## src/rtl/instr_fetch_queue.sv

```systemverilog
// Decoupled instruction-fetch front end: issues sequential fetches over a req/ack
// handshake, buffers {pc+4, instr} in a small circular FIFO and flushes on redirect.
module instr_fetch_queue #(
    parameter int unsigned DEPTH    = 4,
    parameter logic [31:0] RESET_PC = 32'h0000_0000
) (
    input  logic                   clk_i,
    input  logic                   rst_i,
    input  logic                   redirect_i,
    input  logic [31:0]            redirect_pc_i,
    output logic                   imem_req_o,
    output logic [31:0]            imem_addr_o,
    input  logic                   imem_ack_i,
    input  logic [31:0]            imem_data_i,
    output logic                   ifid_valid_o,
    output logic [31:0]            ifid_pc_plus4_o,
    output logic [31:0]            ifid_instr_o,
    input  logic                   ifid_ready_i,
    output logic [$clog2(DEPTH):0] count_o
);
    localparam int PTR_W = $clog2(DEPTH);
    localparam int CNT_W = PTR_W + 1;
    localparam logic [CNT_W-1:0] FULL = CNT_W'(DEPTH);

    typedef enum logic [1:0] {
        IDLE = 2'd0,
        REQ  = 2'd1,
        DROP = 2'd2
    } state_t;

    state_t           state, state_next;
    logic [31:0]      fetch_pc;
    logic [PTR_W-1:0] rd_ptr, wr_ptr;
    logic [CNT_W-1:0] count, count_next;
    logic [63:0]      entries [DEPTH];
    logic [63:0]      head;
    logic             push, pop;

    // Redirect overrides both queue operations in its cycle.
    assign pop  = (count != '0) & ifid_ready_i & ~redirect_i;
    assign push = imem_ack_i & (state == REQ) & ~redirect_i;

    always_comb begin
        count_next = count;
        case ({push, pop})
            2'b10:   count_next = count + CNT_W'(1);
            2'b01:   count_next = count - CNT_W'(1);
            default: count_next = count;
        endcase
    end

    always_ff @(posedge clk_i or posedge rst_i) begin
        if (rst_i) begin
            state <= IDLE;
        end else begin
            state <= state_next;
        end
    end

    always_comb begin
        state_next = state;
        case (state)
            IDLE: begin
                if (redirect_i || (count < FULL)) begin
                    state_next = REQ;
                end
            end
            REQ: begin
                if (redirect_i) begin
                    // Without an ack the old transaction is still in flight and must be drained.
                    state_next = imem_ack_i ? REQ : DROP;
                end else if (imem_ack_i) begin
                    state_next = (count_next < FULL) ? REQ : IDLE;
                end
            end
            DROP: begin
                if (imem_ack_i) begin
                    state_next = REQ;
                end
            end
            default: state_next = IDLE;
        endcase
    end

    always_comb begin
        imem_req_o  = (state == REQ) || (state == DROP);
        imem_addr_o = fetch_pc;
    end

    always_ff @(posedge clk_i or posedge rst_i) begin
        if (rst_i) begin
            fetch_pc <= RESET_PC;
            rd_ptr   <= '0;
            wr_ptr   <= '0;
            count    <= '0;
        end else if (redirect_i) begin
            fetch_pc <= redirect_pc_i;
            rd_ptr   <= '0;
            wr_ptr   <= '0;
            count    <= '0;
        end else begin
            if ((state == REQ) && imem_ack_i) begin
                fetch_pc <= fetch_pc + 32'd4;
            end
            if (push) begin
                wr_ptr <= wr_ptr + PTR_W'(1);
            end
            if (pop) begin
                rd_ptr <= rd_ptr + PTR_W'(1);
            end
            count <= count_next;
        end
    end

    // Storage carries no reset; the outputs are masked while the queue is empty.
    always_ff @(posedge clk_i) begin
        if (push) begin
            entries[wr_ptr] <= {fetch_pc + 32'd4, imem_data_i};
        end
    end

    assign head            = entries[rd_ptr];
    assign ifid_valid_o    = (count != '0);
    assign ifid_pc_plus4_o = ifid_valid_o ? head[63:32] : 32'd0;
    assign ifid_instr_o    = ifid_valid_o ? head[31:0]  : 32'd0;
    assign count_o         = count;

endmodule

```

## config.mk

```make
export PLATFORM = sky130hd
export DESIGN_NAME = instr_fetch_queue
export DESIGN_NICKNAME = d
export VERILOG_FILES = /design/src/rtl/instr_fetch_queue.sv
export SDC_FILE = /design/constraint.sdc
export NUM_CORES = 1
export LEC_CHECK = 0
export BUFFER_PORTS_ARGS = -buffer_cell sky130_fd_sc_hd__buf_2
export CELL_PAD_IN_SITES_DETAIL_PLACEMENT = 1
export CELL_PAD_IN_SITES_GLOBAL_PLACEMENT = 2
export CORE_MARGIN = 5
export CORE_UTILIZATION = 45
export DETAILED_ROUTE_END_ITERATION = 8
export GPL_ROUTABILITY_DRIVEN = 0
export GPL_TIMING_DRIVEN = 1
export PLACE_DENSITY_LB_ADDON = 0.1
export SLEW_MARGIN = 20
export SYNTH_ARGS = -nofsm -noshare
export SYNTH_HDL_FRONTEND = slang
export SYNTH_SLANG_ARGS = --single-unit
```

## constraint.sdc

```tcl
create_clock -name clk_i -period 10 [get_ports clk_i]
set_input_delay 0.5 -clock clk_i [delete_from_list [all_inputs] [get_ports clk_i]]
set_output_delay 0.5 -clock clk_i [all_outputs]
set_load 0.01 [all_outputs]
```

# Word level (Yosys, flattened, before mapping)
# Memory sizes are Yosys's and may differ from the RTL's.
# Cells that the tools add are included.
# W data, S select, Z words.
[classes] n_lt_le_gt_ge=2 mux=19 reduce_logical=9 n_eq_ne=7 n_bitwise=5 n_addsub=5
[ops] operator="$mux W32" count=4
[ops] operator="$add A32 B3 Y32 const B" count=1
[ops] operator="$mux W2" count=9
[ops] operator="$lt A3 B3 Y1 const B" count=2
[ops] operator="$pmux W2 S3" count=1
[ops] operator="$pmux W3 S2" count=1
[ops] operator="$reduce_bool A2 Y1" count=3
[ops] operator="$add A2 B1 Y2 const B" count=2
[ops] operator="$and A1 B1 Y1" count=4
[ops] operator="$eq A2 B1 Y1 const B" count=2
[ops] operator="$eq A2 B2 Y1 const B" count=2
[ops] operator="$ne A2 B2 Y1 const B" count=2
[ops] operator="$add A3 B1 Y3 const B" count=1
[ops] operator="$mux W1" count=3
[ops] operator="$mux W3" count=1
[ops] operator="$ne A3 B3 Y1 const B" count=1
[ops] operator="$reduce_and A3 Y1" count=1
[ops] operator="$reduce_bool A3 Y1" count=1
[ops] operator="$sub A3 B1 Y3 const B" count=1
[ops] operator="$logic_not A2 Y1" count=1
[ops] operator="$logic_or A1 B1 Y1" count=2
[ops] operator="$logic_and A1 B1 Y1" count=1
[ops] operator="$not A1 Y1" count=1
[totals] input_bits=69 out_inout_bits=101 n_memories=1 ff_bits=41 ram_bits=256
[mem_list] name="entries" words=4 width=64 rd=1 rd_ports_with_merged_regs=0 wr=1 line="35" source="logic [63:0] entries [DEPTH];"

# Depth between registers and ports, before layout
[logic_depth] depth_word=10 depth_mapped=14

# Least setup slack after synthesis
# OpenSTA, ideal clock, no wires.
[synth_timing] kind="register to register" startpoint="register state[1]" endpoint="memory entries[0][0], enable pin" t_required_ps=9571 t_arrival_ps=2753 path_stages_with_launch=7 setup_slack_ps=6819 path_buffers=1 period_less_slack_ps=3181 cell_sequence="dfrtp_1 inv_1 ha_1 nand2_1 clkbuf_1 nor2_1 and2_1"
[synth_via] elab_chain_len=5
[synth_lines] item="from (decl)" line="31" source="state_t state, state_next;"
[synth_lines] item="from (signal assigned)" line="56" source="state <= state_next;"
[synth_lines] item="$eq A2 B1 Y1" line="41" source="assign push = imem_ack_i & (state == REQ) & ~redirect_i;"
[synth_lines] item="$and A1 B1 Y1 (2 in a row)" line="41"
[synth_lines] item="$mux W1" line="117" source="if (push) begin"
[synth_lines] item="$mux W1 (not written as such)" line="118" source="entries[wr_ptr] <= {fetch_pc + 32'd4, imem_data_i};"
[synth_lines] item="to (decl)" line="35"
# No other way between the ends.

# Worst setup path in the final report
[layout_timing] startpoint="register rd_ptr[0]" endpoint="output ifid_pc_plus4_o[21]"
[layout_via] elab_chain_len=2
[layout_lines] item="from (decl)" line="33" source="logic [PTR_W-1:0] rd_ptr, wr_ptr;"
[layout_lines] item="from (signal assigned)" line="109" source="rd_ptr <= rd_ptr + PTR_W'(1);"
[layout_lines] item="$mem_v2 Z4 W64"
[layout_lines] item="$mux W32" line="124" source="assign ifid_pc_plus4_o = ifid_valid_o ? head[63:32] : 32'd0;"
[layout_lines] item="to (decl)" line="16" source="output logic [31:0] ifid_pc_plus4_o,"
# No other way between the ends.

==> metrics.csv <==
stage,metric,value,unit
sta,setup_viol,0,
logic_synthesis,ys_seq_area_frac,0.699,
sta,worst-slew-pin-transition,1.06,ns
global_route,busiest_layer,met2,
clock_network,cts-root-buf,clkbuf_16,
setup_path,criticalPathCategory,reg2out,
logic_synthesis,synthCells,737,
logic_synthesis,synth_cell_types,41,
layout,drive_gt1_frac,0.326,
logic_synthesis,syn-cell-area,12500,um^2
logic_synthesis,syn_avg_cell_area,16.9,um^2
sta,clock.fmax,287,MHz
floorplan,dieArea,31100,um^2
logic_synthesis,synth_top_flop_cell,edfxtp_1,
pwr,p_per_area,196,nW/um^2
routing,firstDrtPassIters,5,
logic_synthesis,muxShareOfSynthArea,0.121,
global_route,grt_pass1_vias,7724,
place,placed_area,13700,um^2
routing,num_vias,6819,
logic_synthesis,synth-seq-cells,297,
floorplan,rows,61,
logic_synthesis,yosys.area.top_type,edfxtp_1,
global_route,gr-usage-all-layers,0.181,
logic_synthesis,yosysWarnings,0,
logic_synthesis,synth_top_family_by_area,multiplexers,
clock_network,numCtsBuffers,34,
pwr,p_total,2880,uW
sta,fin_worst_skew,0.0120,ns
pwr,vdd.ir_drop.worst,0.105,mV
logic_synthesis,synth-async-reset-ratio,0.138,
status,status,finished clean,
worst_hold_path,hp-class,in2async,
routing,drtIter0Drc,310,
clock_network,cts_sinks,297,
routing,postRouteWirelength,27.7,mm
setup_path,arrival,2.99,ns
sta,max_slew_margin,0.295,
global_route,gr-usage-met1,0.242,
setup_path,timing.critical_path.required,9.50,ns
layout,fin_cells,1305,
setup_path,startpoint_type,register,
global_route,grt_pass1_wl,44.0,mm
clock_network,clk_pin_slew,0.06,ns
layout,final_cell_mix,"edfxtp_1 (256), buf_2 (169), and2_1 (66)",
place,place_ws,6.74,ns
routing,route.antenna.remaining_nets,0,
global_route,grt_overflow_total,0,
logic_synthesis,synth_fa_ha_area_frac,0.0130,
sta,hold_violations,0,
floorplan,start_util,0.453,
layout,final_common_cell,edfxtp_1,
clock_network,htreeDepth,2,
clock_network,ctsResizeCount,0,
sta,fin_tns_setup,0,ns
logic_synthesis,synth_edf_count,256,
floorplan,core_area,27600,um^2
logic_synthesis,synth_xor_area_frac,0.0435,
logic_synthesis,yosysTopAreaCellShare,0.616,
global_route,use_met3,0.0383,
logic_synthesis,yosys.area_share.simple,0.0905,
clock_network,cts_hold_buf,0,
sta,fin_ws,6.51,ns
layout,fin_nets,988,
setup_path,cp-end-kind,output pin,
clock_network,clock_path_buffers,3,
layout,stdcell_area,14700,um^2
logic_synthesis,synth_compound_area_frac,0.0172,
layout,area_growth_syn_to_layout,17.7,%
clock_network,cts_setup_buffers,0,
layout,fillers,2672,
job,max-cap-violations,0,
logic_synthesis,ys_top_cells_by_area,"edfxtp_1 (62%), mux4_2 (12%), dfrtp_1 (8.2%), and2_1 (3.5%), xnor2_1 (2.2%)",
floorplan,chipHeight,176,um
logic_synthesis,synth.net_count,819,
floorplan,io_pins,170,
setup_path,critPathMaxFanout,44,
sta,fin_crit,3.49,ns
global_route,grt_max_degree,75,
clock_network,cts_tree,yes,
sta,rsz0062_at_grt,no,
layout,num_antenna_cells,0,
place,io_buffers,169,
place,place_inst,1248,
pwr,leakagePower,0.00527,uW
global_route,antenna_found_initial,0,
global_route,use_met2,0.307,
routing,via_per_inst,5.23,
floorplan,die_w,176,um
sta,fin_crit_sh,0.349,
place,hpwlAfterDp,17.1,mm
sta,maxSlewViolCount,0,
routing,drc,0,
clock_network,clock_latency,0.51,ns
routing,wl_per_cell,21.3,um
## critical path: stages, from the launching register on
cell     delay, ns
dfrtp_4       0.72
buf_4         0.79
mux4_2        0.60
and2_1        0.19
buf_2         0.14
## Yosys cell counts, types with 2 or more instances
cell type,count
a21oi_1,7
and2_1,70
and3_1,6
buf_1,4
buf_2,10
clkbuf_1,24
dfrtp_1,41
edfxtp_1,256
ha_1,13
inv_1,11
mux2_2,4
mux2i_1,2
mux4_2,64
nand2_1,53
nand3_1,23
nand4_1,10
nor2_1,21
nor3_1,6
nor3_2,2
nor4_4,2
o21ai_0,24
o21ai_1,5
xnor2_1,31
xor2_1,31
## path summary, 6_finish.rpt
check                             startpoint                  end  depth (start not counted)  slack (ns)
hold reg to reg               imem_addr_o[1]       entries[0][33]                          0        0.55
max in group asynchronous              rst_i            rd_ptr[1]                          2        9.30
min in group clk_i         redirect_pc_i[10]      imem_addr_o[10]                          3        0.20
setup / recovery                   rd_ptr[0]  ifid_pc_plus4_o[21]                          4        6.51
setup reg to reg                    state[1]             state[0]                         13        6.76
hold / removal                         rst_i      imem_addr_o[27]                          2        0.13
## where the power goes
| part | internal (uW) | total [uW] | switching, uW |
|---|---|---|---|
| sequential | 1440 | 1480 | 44.6 |
| combinational | 106 | 264 | 158 |
| clock | 660 | 1130 | 474 |
## registers in the layout (all words and copies together) (netlist names)
name / count
count_o: 3
rd_ptr: 2
state: 2
imem_addr_o: 32
entries: 256
wr_ptr: 2
## stage by stage
step | hold slack, ns | util
after floorplan | 0.523 | -
after global placement | 0.505 | 0.496
after detailed placement | 0.543 | 0.496
after CTS | 0.184 | 0.533
after global routing | 0.191 | 0.533
final | 0.127 | 0.533
## final cells by class
| class | instances | area (um^2) | share of cell area |
|---|---|---|---|
| tap | 378 | 473 | 0.0322 |
| clock inverter | 13 | 105 | 0.00716 |
| timing repair buffer | 172 | 868 | 0.0592 |
| multi-input combinational | 390 | 3570 | 0.243 |
| sequential | 297 | 8720 | 0.594 |
| clock buffer | 44 | 898 | 0.0612 |
| inverter | 11 | 42.5 | 0.00290 |
## cell families after synthesis
family	Yosys count
compound gates	40
flops	297
xor+xnor	62
fa+ha+maj	13
buf+inv	50
mux	70
simple gates	205
## routing by layer
layer	share of wire	wire length (um)
met3	0.051	1420
met4	0.017	471
met1	0.43	12000
met5	0	0
met2	0.50	13800
Power figures use the tool's default switching activity.
